==> config.mk <==
export PLATFORM = sky130hd
export DESIGN_NAME = branch_predictor
export DESIGN_NICKNAME = d
export VERILOG_FILES = /design/src/rtl/branch_predictor.sv
export SDC_FILE = /design/constraint.sdc
export NUM_CORES = 2
export LEC_CHECK = 0
export BUFFER_PORTS_ARGS = -buffer_cell sky130_fd_sc_hd__clkbuf_2
export CAP_MARGIN = 15
export CORE_MARGIN = 2
export CORE_UTILIZATION = 40
export CTS_BUF_LIST = sky130_fd_sc_hd__clkbuf_4
export DETAILED_ROUTE_END_ITERATION = 7
export GPL_ROUTABILITY_DRIVEN = 1
export PLACE_DENSITY_LB_ADDON = 0.12
export SLEW_MARGIN = 15
export SYNTH_ARGS = -nofsm -noshare
export SYNTH_HDL_FRONTEND = slang
export SYNTH_SLANG_ARGS = --single-unit
==> constraint.sdc <==
create_clock -name clk -period 8.15 [get_ports clk]
set_clock_uncertainty 0.1 [all_clocks]
set_input_delay 0.4075 -clock clk [delete_from_list [all_inputs] [get_ports clk]]
set_output_delay 0.4075 -clock clk [all_outputs]
set_load 0.02 [all_outputs]
==> src/rtl/branch_predictor.sv <==
// BTB with 2-bit saturating direction counters; predictions ride an I->R->C
// pipeline so the C stage can report whether its prediction matched the resolution.
`ifndef XLEN
`define XLEN 32
`endif

module branch_predictor #(
    parameter int unsigned ENTRIES = 16
) (
    input  logic              clk,
    input  logic              reset_n,
    input  logic [`XLEN-1:0]  PC_I,
    input  logic              Stall,
    input  logic              FlushIR,
    input  logic              FlushRC,
    input  logic              Resolve_C,
    input  logic [`XLEN-1:0]  PC_C,
    input  logic              Taken_C,
    input  logic [`XLEN-1:0]  Target_C,
    output logic              Predict,
    output logic [`XLEN-1:0]  Prediction,
    output logic              PredictionCorrect_C
);

    localparam int unsigned IDXW = $clog2(ENTRIES);
    localparam int unsigned TAGW = `XLEN - IDXW - 2;

    logic [ENTRIES-1:0] valid_q;
    logic [TAGW-1:0]    tag_q    [ENTRIES];
    logic [`XLEN-1:0]   target_q [ENTRIES];
    logic [1:0]         ctr_q    [ENTRIES];

    logic               ir_valid_q, ir_taken_q;
    logic [`XLEN-1:0]   ir_target_q;
    logic               rc_valid_q, rc_taken_q;
    logic [`XLEN-1:0]   rc_target_q;

    logic [IDXW-1:0]    lk_idx, up_idx;
    logic [TAGW-1:0]    lk_tag, up_tag;
    logic               lk_hit, up_hit, up_en;

    // Instruction alignment bits never participate in indexing or tagging.
    logic               unused_pc_bits;
    assign unused_pc_bits = ^{PC_I[1:0], PC_C[1:0]};

    assign lk_idx = PC_I[IDXW+1:2];
    assign lk_tag = PC_I[`XLEN-1:IDXW+2];
    assign lk_hit = valid_q[lk_idx] && (tag_q[lk_idx] == lk_tag);

    assign Predict    = lk_hit && ctr_q[lk_idx][1];
    assign Prediction = Predict ? {target_q[lk_idx][`XLEN-1:1], 1'b0} : '0;

    assign PredictionCorrect_C = Resolve_C && rc_valid_q && (rc_taken_q == Taken_C) &&
                                 (!Taken_C || rc_target_q == {Target_C[`XLEN-1:1], 1'b0});

    assign up_en  = Resolve_C && rc_valid_q;
    assign up_idx = PC_C[IDXW+1:2];
    assign up_tag = PC_C[`XLEN-1:IDXW+2];
    assign up_hit = valid_q[up_idx] && (tag_q[up_idx] == up_tag);

    always_ff @(posedge clk or negedge reset_n) begin
        if (!reset_n) begin
            ir_valid_q  <= 1'b0;
            ir_taken_q  <= 1'b0;
            ir_target_q <= '0;
            rc_valid_q  <= 1'b0;
            rc_taken_q  <= 1'b0;
            rc_target_q <= '0;
        end else begin
            if (!Stall) begin
                ir_valid_q  <= 1'b1;
                ir_taken_q  <= Predict;
                ir_target_q <= Prediction;
                rc_valid_q  <= ir_valid_q;
                rc_taken_q  <= ir_taken_q;
                rc_target_q <= ir_target_q;
            end
            // Flushes override both capture and stall hold.
            if (FlushIR) ir_valid_q <= 1'b0;
            if (FlushRC) rc_valid_q <= 1'b0;
        end
    end

    always_ff @(posedge clk or negedge reset_n) begin
        if (!reset_n) begin
            valid_q <= '0;
            for (int i = 0; i < ENTRIES; i++) begin
                tag_q[i]    <= '0;
                target_q[i] <= '0;
                ctr_q[i]    <= 2'b01;
            end
        end else if (up_en) begin
            if (up_hit) begin
                if (Taken_C) begin
                    if (ctr_q[up_idx] != 2'b11) ctr_q[up_idx] <= ctr_q[up_idx] + 2'd1;
                    target_q[up_idx] <= Target_C;
                end else if (ctr_q[up_idx] != 2'b00) begin
                    ctr_q[up_idx] <= ctr_q[up_idx] - 2'd1;
                end
            end else if (Taken_C) begin
                valid_q[up_idx]  <= 1'b1;
                tag_q[up_idx]    <= up_tag;
                target_q[up_idx] <= Target_C;
                ctr_q[up_idx]    <= 2'b10;
            end
        end
    end

endmodule

After elaboration in Yosys (flattened, before gate mapping):

Cells that the tools add are included.

* flip-flop bits (word level): 1044
* output and inout bits: 34

* add/sub/neg operators: 2
* order comparisons: 6
* equal/unequal tests: 8
* multiplexer cells: 41
* bitwise operators: 7
* reductions and logical operators: 16

Operators by type and width (number)
* bitwise mux 512 bit: 1
* bitwise mux 416 bit: 1
* 2-to-1 mux 32 bit: 9
* binary-select mux 26 bit (select 4 bit): 2
* 2-to-1 mux 26 bit: 5
* binary-select mux 32 bit (select 4 bit): 1
* demux 32 bit (select 4 bit): 1
* demux 26 bit (select 4 bit): 1
* bitwise mux 32 bit: 2
* == test 26 bit: 2
* == test 32 bit: 1
* OR 16 bit: 2
* bitwise AND 16 bit: 1
* binary-select mux 2 bit (select 4 bit): 2
* NOT 16 bit: 1
* greater-or-equal comparator 5 bit (second input constant): 2
* < comparator 4 x 5 -> 1 bit (second input constant): 2
* 2-to-1 mux 2 bit: 5
* NOT 4 -> 5 bit: 2
* binary-select mux 1 bit (select 4 bit): 2
* demux 2 bit (select 4 bit): 1
* logical AND 1 bit: 8
* 2-to-1 mux 1 bit: 7
* nonzero test 2 bit: 3
* other kinds (15): 16

Logic depth before layout (Yosys ltp):

* depth after elaboration: 9
* depth in mapped cells: 17
* depth with buffers taken out: 9

Worst setup path after synthesis:

OpenSTA, ideal clock, no wires.

* path kind: input to output
* from: input PC_I[2]
* to: output Prediction[10]
* arrival: 3.871 ns
* slack: 3.772 ns
* stages: 11
* cells stage by stage: buf_2 -> buf_2 -> buf_2 -> mux4_2 -> mux4_2 -> xnor2_1 -> nand4_1 -> nor4_1 -> or4b_2 -> clkbuf_1 -> nor2b_1

* word-level cells in the longest chain between the ends: 8

RTL lines
* start, declared: RTL line 12 `` input logic [`XLEN-1:0] PC_I, ``
* NOT 4 -> 5 bit (implied by the code): RTL line 48, 50, 51
* binary-select mux 26 bit (select 4 bit): RTL line 48 `assign lk_hit = valid_q[lk_idx] && (tag_q[lk_idx] == lk_tag);`
* 2-to-1 mux 26 bit (implied by the code) (2 in a row): RTL line 48
* == test 26 bit: RTL line 48
* logical AND 1 bit: RTL line 48
* logical AND 1 bit: RTL line 50 `assign Predict = lk_hit && ctr_q[lk_idx][1];`
* 2-to-1 mux 32 bit *: RTL line 51 `` assign Prediction = Predict ? {target_q[lk_idx][`XLEN-1:1], 1'b0} : '0; ``
* end, declared: RTL line 21 `` output logic [`XLEN-1:0] Prediction, ``

Mark *: on every way between the ends. The rest lies on a longest branch, timed or not. The select of a mux whose other input is x is not followed.

Worst setup path in the final report:

* from: register tag_q[137] in the netlist's numbering
* to: register tag_q[300] in the netlist's numbering

* word-level cells in the longest chain between the ends: 7

RTL lines
* start, declared: RTL line 29 `logic [TAGW-1:0] tag_q [ENTRIES];`
* start signal, assigned by index: RTL line 102 `tag_q[up_idx] <= up_tag;`
* binary-select mux 26 bit (select 4 bit): RTL line 59 `assign up_hit = valid_q[up_idx] && (tag_q[up_idx] == up_tag);`
* 2-to-1 mux 26 bit (implied by the code) (2 in a row): RTL line 59
* == test 26 bit: RTL line 59
* logical AND 1 bit: RTL line 59
* NOT 1 bit (no line)
* AND reduction 3 bit (no line)

No other way between the ends. The select of a mux whose other input is x is not followed.
A chain may end at the register's enable or synchronous reset.

==> flow_metrics.env <==
export IMPL_gp_congestion=0.7922
export IMPL_io_pins=137
export IMPL_cp_common_cell="mux4_2"
export IMPL_htree_levels=5
export IMPL_cts_tree="yes"
export IMPL_finalNonFillerCells=5385
export IMPL_synth_edff_count=0
export IMPL_worstSetupStartpointType="register"
export IMPL_setup_violations_final=0
export IMPL_gr_usage_all_layers=0.2380
export IMPL_worstHoldPathType="input pin to register"
export IMPL_synthTopCellsByArea="dfrtp_1, mux2_2, mux4_2"
export IMPL_max_cap_violations=0
export IMPL_totalWireLength_um=152000
export IMPL_post_cts_repair_setup_buffers=0
export IMPL_worstMarginPinSlew_ns=1.139
export IMPL_dp_cells=4790
export IMPL_dpl_cell_area_um2=52760
export IMPL_final_cell_area_um2=57290
export IMPL_holdWs_ns=0.1475
export IMPL_arrival_ns=7.09
export IMPL_synth_area_leader_cell="dfrtp_1"
export IMPL_met2_usage=0.3907
export IMPL_status="finished, final reports clean"
export IMPL_rsz0062_at_grt="no"
export IMPL_synth_async_sr_flop_share=1.000
export IMPL_initial_utilization=0.4031
export IMPL_area_growth_pct=13.20
export IMPL_core_um2=125600
export IMPL_path_delay_family="simple AND/OR/NAND/NOR gates"
export IMPL_path_buf_inv=1
export IMPL_numCtsBuffers=310
export IMPL_hold_viol=0
export IMPL_ys_warnings_count=0
export IMPL_globalRouteMet3Util=0.04677
export IMPL_drt_iter0_markers=2198
export IMPL_worst_path_stages=10
export IMPL_crit_type="register to register"
export IMPL_top_usage_layer="met2"
export IMPL_yosysUniqueCellTypes=63
export IMPL_die_h_um=359.7
export IMPL_yosys_register_bits=1026
export IMPL_wl_per_cell_um=28.22
export IMPL_cpMaxStageDelayCell="nand2_2"
export IMPL_ys_seq_area_frac=0.5077
export IMPL_drive_gt1_frac=0.5551
export IMPL_leakage_nw=27.06
export IMPL_clock_path_buffers=4
export IMPL_fillers=11240
export IMPL_worstPathRequired_ns=9.16
export IMPL_synthesis_area_um2=50610
export IMPL_dr_pass1_iters=5
export IMPL_p_per_area_nw_per_um2=197.0
export IMPL_dp_hpwl_um=88180
export IMPL_setup_tns_final_ns=0
export IMPL_grt_overflow_total=0
export IMPL_avgSynthCellArea_um2=15.70
export IMPL_clock_fmax_ghz=0.1644
export IMPL_rows=130
export IMPL_grt_pass1_vias=34440
export IMPL_fin_crit_ns=6.084
export IMPL_clock_latency_ns=1.26
export IMPL_crit_chain="mux4_2, mux4_2, xnor2_1, o2111ai_1, a2111oi_1, nand4_1, or4_1, nand2_2, buf_4, mux2_1"
export IMPL_clkSinkCount=1026
export IMPL_grt_pass1_wl_um=229000
export IMPL_clockRootBuffer="clkbuf_4"
export IMPL_vias=31280
export IMPL_final_max_slew_viol_count=0
export IMPL_io_buffers=130
export IMPL_ys_flop_type="dfrtp_1"
export IMPL_max_stage_delay_ns=1.01
export IMPL_antenna_left=0
export IMPL_fin_crit_sh=0.7466
export IMPL_antenna_found_initial=6
export IMPL_relSlewSlack=0.2378
export IMPL_die_x_um=359.7
export IMPL_grt_max_degree=155
export IMPL_yosysTopAreaCellShare=0.4994
export IMPL_postLayoutCoreUtil=0.4562
export IMPL_synthCells=3224
export IMPL_holdPathStages=3
export IMPL_clk_pin_slew_worst_paths_ns=0.06
export IMPL_met1_usage=0.3135
export IMPL_fin_nets=3644
export IMPL_drcViolationCount=0
export IMPL_cp_max_fo=21
export IMPL_viasPerCell=5.809
export IMPL_worstRegToRegCells=10
export IMPL_ir_worst_vdd_mv=0.1739
export IMPL_critPathCaptureType="register"
export IMPL_synth_nets=3329
export IMPL_fp_dieArea_um2=129400
-- sequential cells by signal, indices dropped and copies added, names as in the netlist, 16 cells and up --
signal and flops:
valid_q 16, ctr_q 32, ir_target_q 31, target_q 496, rc_target_q 31, tag_q 416
-- synth_stat cells, types with 3 or more instances --
library cell,instances
and2_1,7
o2111ai_1,3
nor2_1,33
and3_1,4
o22ai_2,4
nand2_1,36
xnor2_1,75
buf_6,18
mux2_1,50
nand2b_1,25
o22ai_1,17
nor2b_1,36
nor4_1,7
xor2_1,21
mux2i_1,76
a22o_1,6
inv_1,17
buf_1,40
buf_4,27
a22oi_1,8
dfstp_2,16
nand3_1,26
dfrtp_1,1010
o211ai_1,6
mux4_2,378
buf_2,48
nor3_1,8
nor3b_1,3
nand2_2,11
mux2_2,960
a21oi_1,6
nand4_1,15
a221oi_1,6
o22a_1,5
o21ai_0,14
clkbuf_1,165
-- layout make-up --
type | instances | area, µm² | share of cell area
antenna | 8 | 20.02 | 0.0003494
clock buffer | 448 | 3363 | 0.05870
sequential | 1026 | 25690 | 0.4485
inverter | 18 | 67.56 | 0.001179
tap | 1650 | 2064 | 0.03603
clock inverter | 52 | 255.2 | 0.004455
timing repair buffer | 301 | 2285 | 0.03988
multi-input combinational | 1882 | 23540 | 0.4109
-- path summary, 6_finish.rpt --
check	to	from	slack (ns)
worst max-delay path	tag_q[300]	tag_q[137]	2.07
worst min-delay path	tag_q[392]	PC_C[8]	0.15
worst max register to register	tag_q[300]	tag_q[137]	2.07
worst min register to register	rc_target_q[29]	ir_target_q[29]	0.37
max in group asynchronous	target_q[5]	reset_n	5.84
min in group asynchronous	tag_q[396]	reset_n	0.41
-- worst register-to-register path: stages (launching register included) --
cell and delay (ns):
dfrtp_1 0.38, mux4_2 0.47, mux4_2 0.49, xnor2_1 0.28
o2111ai_1 0.23, a2111oi_1 0.90, nand4_1 0.49, or4_1 0.97
nand2_2 1.01, buf_4 0.32, mux2_1 0.32
-- cell usage in the layout, fill, tap and decap left out, types with 20 or more instances in the layout --
| cell | count |
|---|---|
| nand2_1 | 36 |
| dfrtp_1 | 1010 |
| dlygate4sd3_1 | 86 |
| clkbuf_4 | 448 |
| clkinv_1 | 44 |
| nand2b_1 | 20 |
| xnor2_1 | 75 |
| clkbuf_2 | 121 |
| nand3_1 | 21 |
| mux2_1 | 50 |
| mux4_2 | 378 |
| nor2_1 | 25 |
| buf_4 | 83 |
| nor2b_1 | 36 |
| xor2_1 | 21 |
| mux2i_1 | 76 |
| mux2_2 | 960 |
-- power by group --
| group | switching (mW) | internal (mW) |
|---|---|---|
| sequential | 0.145 | 5.33 |
| combinational | 0.544 | 0.512 |
| clock | 2.21 | 2.55 |
| total | 2.90 | 8.39 |
-- routing by layer --
layer	vias to the layer above	routed length, µm
li1	12980	-
met1	17010	65170
met2	980	74290
met3	311	7954
met4	4	4548
met5	-	17
-- repair_timing --
item,in CTS,in global routing
endpoints found under the hold margin,1586,0
resized for setup,0,0
hold buffers,87,0
-- through the flow --
step                total power [mW]  setup slack, ns
global placement               6.536            1.437
CTS                            11.48            1.901
finish                         11.29            2.066
global route                   11.85            1.917
floorplan                      6.187            3.772
detailed placement             6.590            1.411
-- logic make-up after synthesis --
group | synth area share
fa+ha+maj | 0.0004943
buf+inv | 0.02929
compound gates | 0.01399
flops | 0.5077
other cells | 0.00007409
simple gates | 0.02391
mux | 0.4080
xor+xnor | 0.01661
(Power assumes the default switching activity.)
